`config.mk`:
```
export PLATFORM = sky130hd
export DESIGN_NAME = aes_key_expand_flat
export DESIGN_NICKNAME = d
export VERILOG_FILES = /design/src/rtl/aes_key_expand_if.sv /design/src/rtl/aes_key_expand.sv /design/src/flat_wrapper.sv
export SDC_FILE = /design/constraint.sdc
export NUM_CORES = 2
export LEC_CHECK = 0
export CAP_MARGIN = 20
export CORE_ASPECT_RATIO = 0.75
export CORE_MARGIN = 1.5
export CORE_UTILIZATION = 29
export DETAILED_ROUTE_END_ITERATION = 6
export SLEW_MARGIN = 20
export SYNTH_ARGS = -nofsm -noshare
export SYNTH_HDL_FRONTEND = slang
export SYNTH_SLANG_ARGS = --single-unit
```
`constraint.sdc`:
```
create_clock -name clk -period 31.4 [get_ports clk]
set_input_delay 4.71 -clock clk [delete_from_list [all_inputs] [get_ports clk]]
set_output_delay 4.71 -clock clk [all_outputs]
set_load 0.02 [all_outputs]
```
`src/rtl/aes_key_expand_if.sv`:
```
// Handshake and data bundle between the AES-128 key expander and its round-key consumer.
// The requester drives start/key_in/rk_ready; the expander returns the round-key stream.
interface aes_key_expand_if;
    logic         start;
    logic [127:0] key_in;
    logic         rk_ready;
    logic [127:0] round_key;
    logic [3:0]   round_idx;
    logic         rk_valid;
    logic         busy;
    logic         done;

    modport master (
        output start, key_in, rk_ready,
        input  round_key, round_idx, rk_valid, busy, done
    );

    modport slave (
        input  start, key_in, rk_ready,
        output round_key, round_idx, rk_valid, busy, done
    );
endinterface

```
`src/rtl/aes_key_expand.sv`:
```
// AES-128 key schedule: streams round keys 0..10 over a valid/ready handshake,
// one round per accepted key, using a single SubWord S-box row.
module s_box (
    input  logic [31:0] row_in,
    output logic [31:0] row_out
);
    function automatic logic [7:0] gf_mul(input logic [7:0] a, input logic [7:0] b);
        logic [7:0] p;
        logic [7:0] aa;
        p  = 8'h00;
        aa = a;
        for (int i = 0; i < 8; i++) begin
            if (b[i]) begin
                p = p ^ aa;
            end else begin
                p = p;
            end
            aa = {aa[6:0], 1'b0} ^ (aa[7] ? 8'h1b : 8'h00);
        end
        return p;
    endfunction

    // Multiplicative inverse as x^254 (maps 0 to 0); x^(2^k-1) chain then one squaring.
    function automatic logic [7:0] gf_inv(input logic [7:0] x);
        logic [7:0] r;
        r = x;
        for (int i = 0; i < 6; i++) begin
            r = gf_mul(gf_mul(r, r), x);
        end
        return gf_mul(r, r);
    endfunction

    function automatic logic [7:0] sub_byte(input logic [7:0] x);
        logic [7:0] b;
        b = gf_inv(x);
        return b ^ {b[6:0], b[7]} ^ {b[5:0], b[7:6]} ^ {b[4:0], b[7:5]}
                 ^ {b[3:0], b[7:4]} ^ 8'h63;
    endfunction

    assign row_out = {sub_byte(row_in[31:24]), sub_byte(row_in[23:16]),
                      sub_byte(row_in[15:8]),  sub_byte(row_in[7:0])};
endmodule

module aes_key_expand (
    input  logic              clk,
    input  logic              rst_n,
    aes_key_expand_if.slave   bus
);
    typedef enum logic [0:0] {
        ST_IDLE   = 1'b0,
        ST_EXPAND = 1'b1
    } state_t;

    state_t       state_q, state_d;
    logic [127:0] round_key_q, round_key_d;
    logic [3:0]   round_idx_q, round_idx_d;
    logic         rk_valid_q, rk_valid_d;

    logic [31:0]  sub_in_s, sub_out_s, temp_s;
    logic [31:0]  w0_s, w1_s, w2_s, w3_s;
    logic         handshake_s, last_s;

    function automatic logic [7:0] rcon_for_round(input logic [3:0] rnd);
        case (rnd)
            4'd1:    return 8'h01;
            4'd2:    return 8'h02;
            4'd3:    return 8'h04;
            4'd4:    return 8'h08;
            4'd5:    return 8'h10;
            4'd6:    return 8'h20;
            4'd7:    return 8'h40;
            4'd8:    return 8'h80;
            4'd9:    return 8'h1b;
            4'd10:   return 8'h36;
            default: return 8'h00;
        endcase
    endfunction

    assign sub_in_s = {round_key_q[23:0], round_key_q[31:24]};

    s_box u_s_box (
        .row_in  (sub_in_s),
        .row_out (sub_out_s)
    );

    assign temp_s = sub_out_s ^ {rcon_for_round(round_idx_q + 4'd1), 24'h000000};
    assign w0_s   = round_key_q[127:96] ^ temp_s;
    assign w1_s   = round_key_q[95:64]  ^ w0_s;
    assign w2_s   = round_key_q[63:32]  ^ w1_s;
    assign w3_s   = round_key_q[31:0]   ^ w2_s;

    assign handshake_s = rk_valid_q & bus.rk_ready;
    assign last_s      = (round_idx_q == 4'd10);

    // Next-state: load on start in IDLE, advance per handshake, drop back after round 10.
    always_comb begin
        state_d     = state_q;
        round_key_d = round_key_q;
        round_idx_d = round_idx_q;
        rk_valid_d  = rk_valid_q;
        case (state_q)
            ST_IDLE: begin
                if (bus.start) begin
                    round_key_d = bus.key_in;
                    round_idx_d = 4'd0;
                    rk_valid_d  = 1'b1;
                    state_d     = ST_EXPAND;
                end else begin
                    state_d = ST_IDLE;
                end
            end
            ST_EXPAND: begin
                if (handshake_s && last_s) begin
                    rk_valid_d = 1'b0;
                    state_d    = ST_IDLE;
                end else if (handshake_s) begin
                    round_key_d = {w0_s, w1_s, w2_s, w3_s};
                    round_idx_d = round_idx_q + 4'd1;
                end else begin
                    state_d = ST_EXPAND;
                end
            end
            default: begin
                state_d    = ST_IDLE;
                rk_valid_d = 1'b0;
            end
        endcase
    end

    // State and round-key registers.
    always_ff @(posedge clk or negedge rst_n) begin
        if (!rst_n) begin
            state_q     <= ST_IDLE;
            round_key_q <= 128'h0;
            round_idx_q <= 4'd0;
            rk_valid_q  <= 1'b0;
        end else begin
            state_q     <= state_d;
            round_key_q <= round_key_d;
            round_idx_q <= round_idx_d;
            rk_valid_q  <= rk_valid_d;
        end
    end

    assign bus.round_key = round_key_q;
    assign bus.round_idx = round_idx_q;
    assign bus.rk_valid  = rk_valid_q;
    assign bus.busy      = (state_q != ST_IDLE);
    assign bus.done      = (state_q == ST_EXPAND) & handshake_s & last_s;
endmodule

```
`src/flat_wrapper.sv`:
```
// flat-port wrapper written by rule: the top's interface ports become plain ports
module aes_key_expand_flat 
  (clk, rst_n, bus_start, bus_key_in, bus_rk_ready, bus_round_key, bus_round_idx, bus_rk_valid, bus_busy, bus_done);
  aes_key_expand_if bus_i ();
  input  logic clk;
  input  logic rst_n;
  input wire logic [$bits(bus_i.start)-1:0] bus_start;
  input wire logic [$bits(bus_i.key_in)-1:0] bus_key_in;
  input wire logic [$bits(bus_i.rk_ready)-1:0] bus_rk_ready;
  output wire logic [$bits(bus_i.round_key)-1:0] bus_round_key;
  output wire logic [$bits(bus_i.round_idx)-1:0] bus_round_idx;
  output wire logic [$bits(bus_i.rk_valid)-1:0] bus_rk_valid;
  output wire logic [$bits(bus_i.busy)-1:0] bus_busy;
  output wire logic [$bits(bus_i.done)-1:0] bus_done;
  assign bus_i.start = bus_start;
  assign bus_i.key_in = bus_key_in;
  assign bus_i.rk_ready = bus_rk_ready;
  assign bus_round_key = bus_i.round_key;
  assign bus_round_idx = bus_i.round_idx;
  assign bus_rk_valid = bus_i.rk_valid;
  assign bus_busy = bus_i.busy;
  assign bus_done = bus_i.done;
  aes_key_expand u_core (.clk(clk), .rst_n(rst_n), .bus(bus_i));
endmodule
```
==> qor.yml <==
placement:
  gp_congestion: 0.920
  dp.cells: 10683
  place_ws_ps: 3760
  portBuffers: 266
  dpl.hpwl_um: 162000
sta:
  setup_viol: 0
  skew_ps: 33.6
  fin_crit_ps: 28200
  hold_violations: 0
  timing.final.crit_share: 0.898
  setup_tns_ps: 0
  tightest_slew_ps: 1120
  rsz0062_at_grt: "no"
  setup_slack_ps: 3200
  slew_viol_final: 0
  slew_headroom: 0.245
  fmaxAchievable_mhz: 35.5
critical_path:
  critPathTopFamily: "XOR/XNOR gates"
  worstSetupEndpointType: "register"
  cp.required_ps: 31830
  critPathMaxStageDelay_ps: 930
  cp.arrival_ps: 28640
  crit_top_cell: "xnor3_1"
  crit_buf_inv: 5
  worstPathMaxFanout: 39
  cp_slowest_cell: "xnor3_1"
  worst-setup-path-type: "reg2reg"
  cp-start-kind: "register"
cts:
  clk_path_buf_depth: 2
  clk_latency_ps: 560
  post_cts_buffers: 0
  hold_buffers: 0
  cts_made_buffers: 17
  clk_pin_slew_ps: 80
  cts_resized: 0
  clock-sinks: 134
  root_buffer: "clkbuf_16"
  htree_num_levels: 4
  cts_tree: "yes"
logic_synthesis:
  synth-seq-cells: 134
  synth_edf_count: 0
  synth.avg_cell_area_um2: 8.03
  synth_seq_area_share: 0.0529
  synth_top_flop_cell: "dfrtp_1"
  synth.cell_area_um2: 63300
  synthArstFlopShare: 1.00
  synth_cell_types: 122
  syn-num-nets: 8052
  synthCells: 7887
  yosys_warnings: 0
cells_and_area:
  finalNonFillerCells: 10719
  fillers: 22817
  drive_above_1_share: 0.0664
  final_common_cell: "xnor2_1"
  layout_common_cells: "xnor2_1, nand2_1, nor2_1, xor2_1, xnor3_1"
  syn_to_final_growth_pct: 9.41
  final_nets: 7943
die:
  boundaryPins: 267
  die_x_um: 543
  core_area_um2: 217000
  fp-row-count: 148
  die-area_um2: 221000
  die_h_um: 408
  initial_utilization: 0.292
global_routing:
  antenna_found_initial: 3
  grt_pass1_vias: 55482
  grt_pass1_wl_um: 342000
  grt_max_degree: 64
  grt_usage: 0.194
  grt-ovfl-total: 0
detailed_routing:
  viasPerCell: 5.48
  vias: 58689
  route.detailed.drc: 0
  dr_wl_met3_um: 16300
  met2_length_um: 100000
  drt_iter0_drc: 6211
  drt_pass1_iterations: 7
  final_antenna_net_count: 0
  routed.top_layer: "met4"
  wirelength_met1_um: 99900
  routedWlPerCell_um: 20.9
  wirelength_um: 224000
status:
  status: "completed"
job:
  max_cap_viol_count: 0
min_path:
  hold_class: "reg2reg"
## layer usage
metal	vias to the layer above	global-route usage
met2	2466	0.304
met4	0	0.0663
met5	-	0
met1	28713	0.274
li1	27216	-
met3	294	0.0218
## final cells by class
| class | instances | area, um2 | share of cell area |
|---|---|---|---|
| Tap cell | 2925 | 3660 | 0.0528 |
| Clock inverter | 12 | 166 | 0.00240 |
| Sequential cell | 134 | 3400 | 0.0490 |
| Clock buffer | 20 | 447 | 0.00645 |
| Timing Repair Buffer | 439 | 3960 | 0.0572 |
| Multi-Input combinational cell | 7064 | 57200 | 0.825 |
| Antenna cell | 3 | 7.51 | 0.000108 |
| Inverter | 122 | 463 | 0.00668 |
## worst register-to-register path, delay by kind of cell, from the launching register on
kind	cells	cell delay, ps
xor+xnor	40	18660
fa+ha+maj	6	2590
simple gates	13	2220
compound gates	6	1570
buf+inv	5	1490
flops	1	880
mux	3	650
## per-stage QoR
stage	instance area (um2)	utilization	hold slack [ps]
CTS	69300	0.319	547
global placement	68700	0.316	511
global route	69300	0.319	586
detailed placement	68700	0.316	528
floorplan	63300	-	609
finish	69300	0.319	538
## cells by family (layout without fill, tap and decap cells)
group	after synthesis	after routing	share of synthesized area
muxes	324	324	0.0525
xor gates and xnor gates	2627	2627	0.500
adders and majority gates	33	33	0.00652
other	0	3	0
buffers and inverters	689	593	0.0455
and+or+nand+nor	2548	2548	0.179
DFF	134	134	0.0529
AOI/OAI and AO/OA	1532	1532	0.164
## path summary, 6_finish.rpt
check                                               start                        end  slack [ps]  depth (start not counted)
worst max-delay path              u_core.bus.round_key[7]   u_core.bus.round_key[14]        3200                         73
worst min-delay path            u_core.bus.round_key[112]  u_core.bus.round_key[112]         540                          2
worst max register to register    u_core.bus.round_key[7]   u_core.bus.round_key[14]        3200                         73
worst min register to register  u_core.bus.round_key[112]  u_core.bus.round_key[112]         540                          2
max in group asynchronous                           rst_n            u_core.bus.busy       25530                          3
min in group asynchronous                           rst_n   u_core.bus.round_key[35]        4070                          1
## registers in the layout (all words and copies together), names as in the netlist
signal and cells:
u_core.bus.busy 1, u_core.bus.round_key 128, u_core.bus.rk_valid 1, u_core.bus.round_idx 4
## cells in the mapped netlist, types with 29 or more instances
library cell | number | area [um2]
a211oi_1 | 61 | 458
a21o_1 | 41 | 308
a21oi_1 | 334 | 1670
a221oi_1 | 29 | 254
a222oi_1 | 32 | 320
a22oi_1 | 149 | 1120
a31oi_1 | 31 | 194
and2_1 | 53 | 332
and3_1 | 48 | 300
buf_1 | 80 | 300
buf_2 | 136 | 681
clkbuf_1 | 321 | 1200
dfrtp_1 | 134 | 3350
ha_1 | 33 | 413
inv_1 | 95 | 357
mux2_2 | 47 | 529
mux2i_1 | 274 | 2740
nand2_1 | 1030 | 3870
nand2b_1 | 65 | 407
nand3_1 | 209 | 1050
nor2_1 | 714 | 2680
nor2b_1 | 41 | 257
nor3_1 | 164 | 821
nor4_1 | 31 | 194
o211ai_1 | 68 | 510
o21ai_0 | 302 | 1510
o22ai_1 | 98 | 613
or3_1 | 37 | 231
xnor2_1 | 1420 | 12400
xnor2_2 | 79 | 1280
xnor3_1 | 447 | 10100
xor2_1 | 547 | 4790
xor3_1 | 84 | 2000
Power is not shown: default switching activity piles up to over one toggle a cycle in this logic, so the estimate is an artifact.
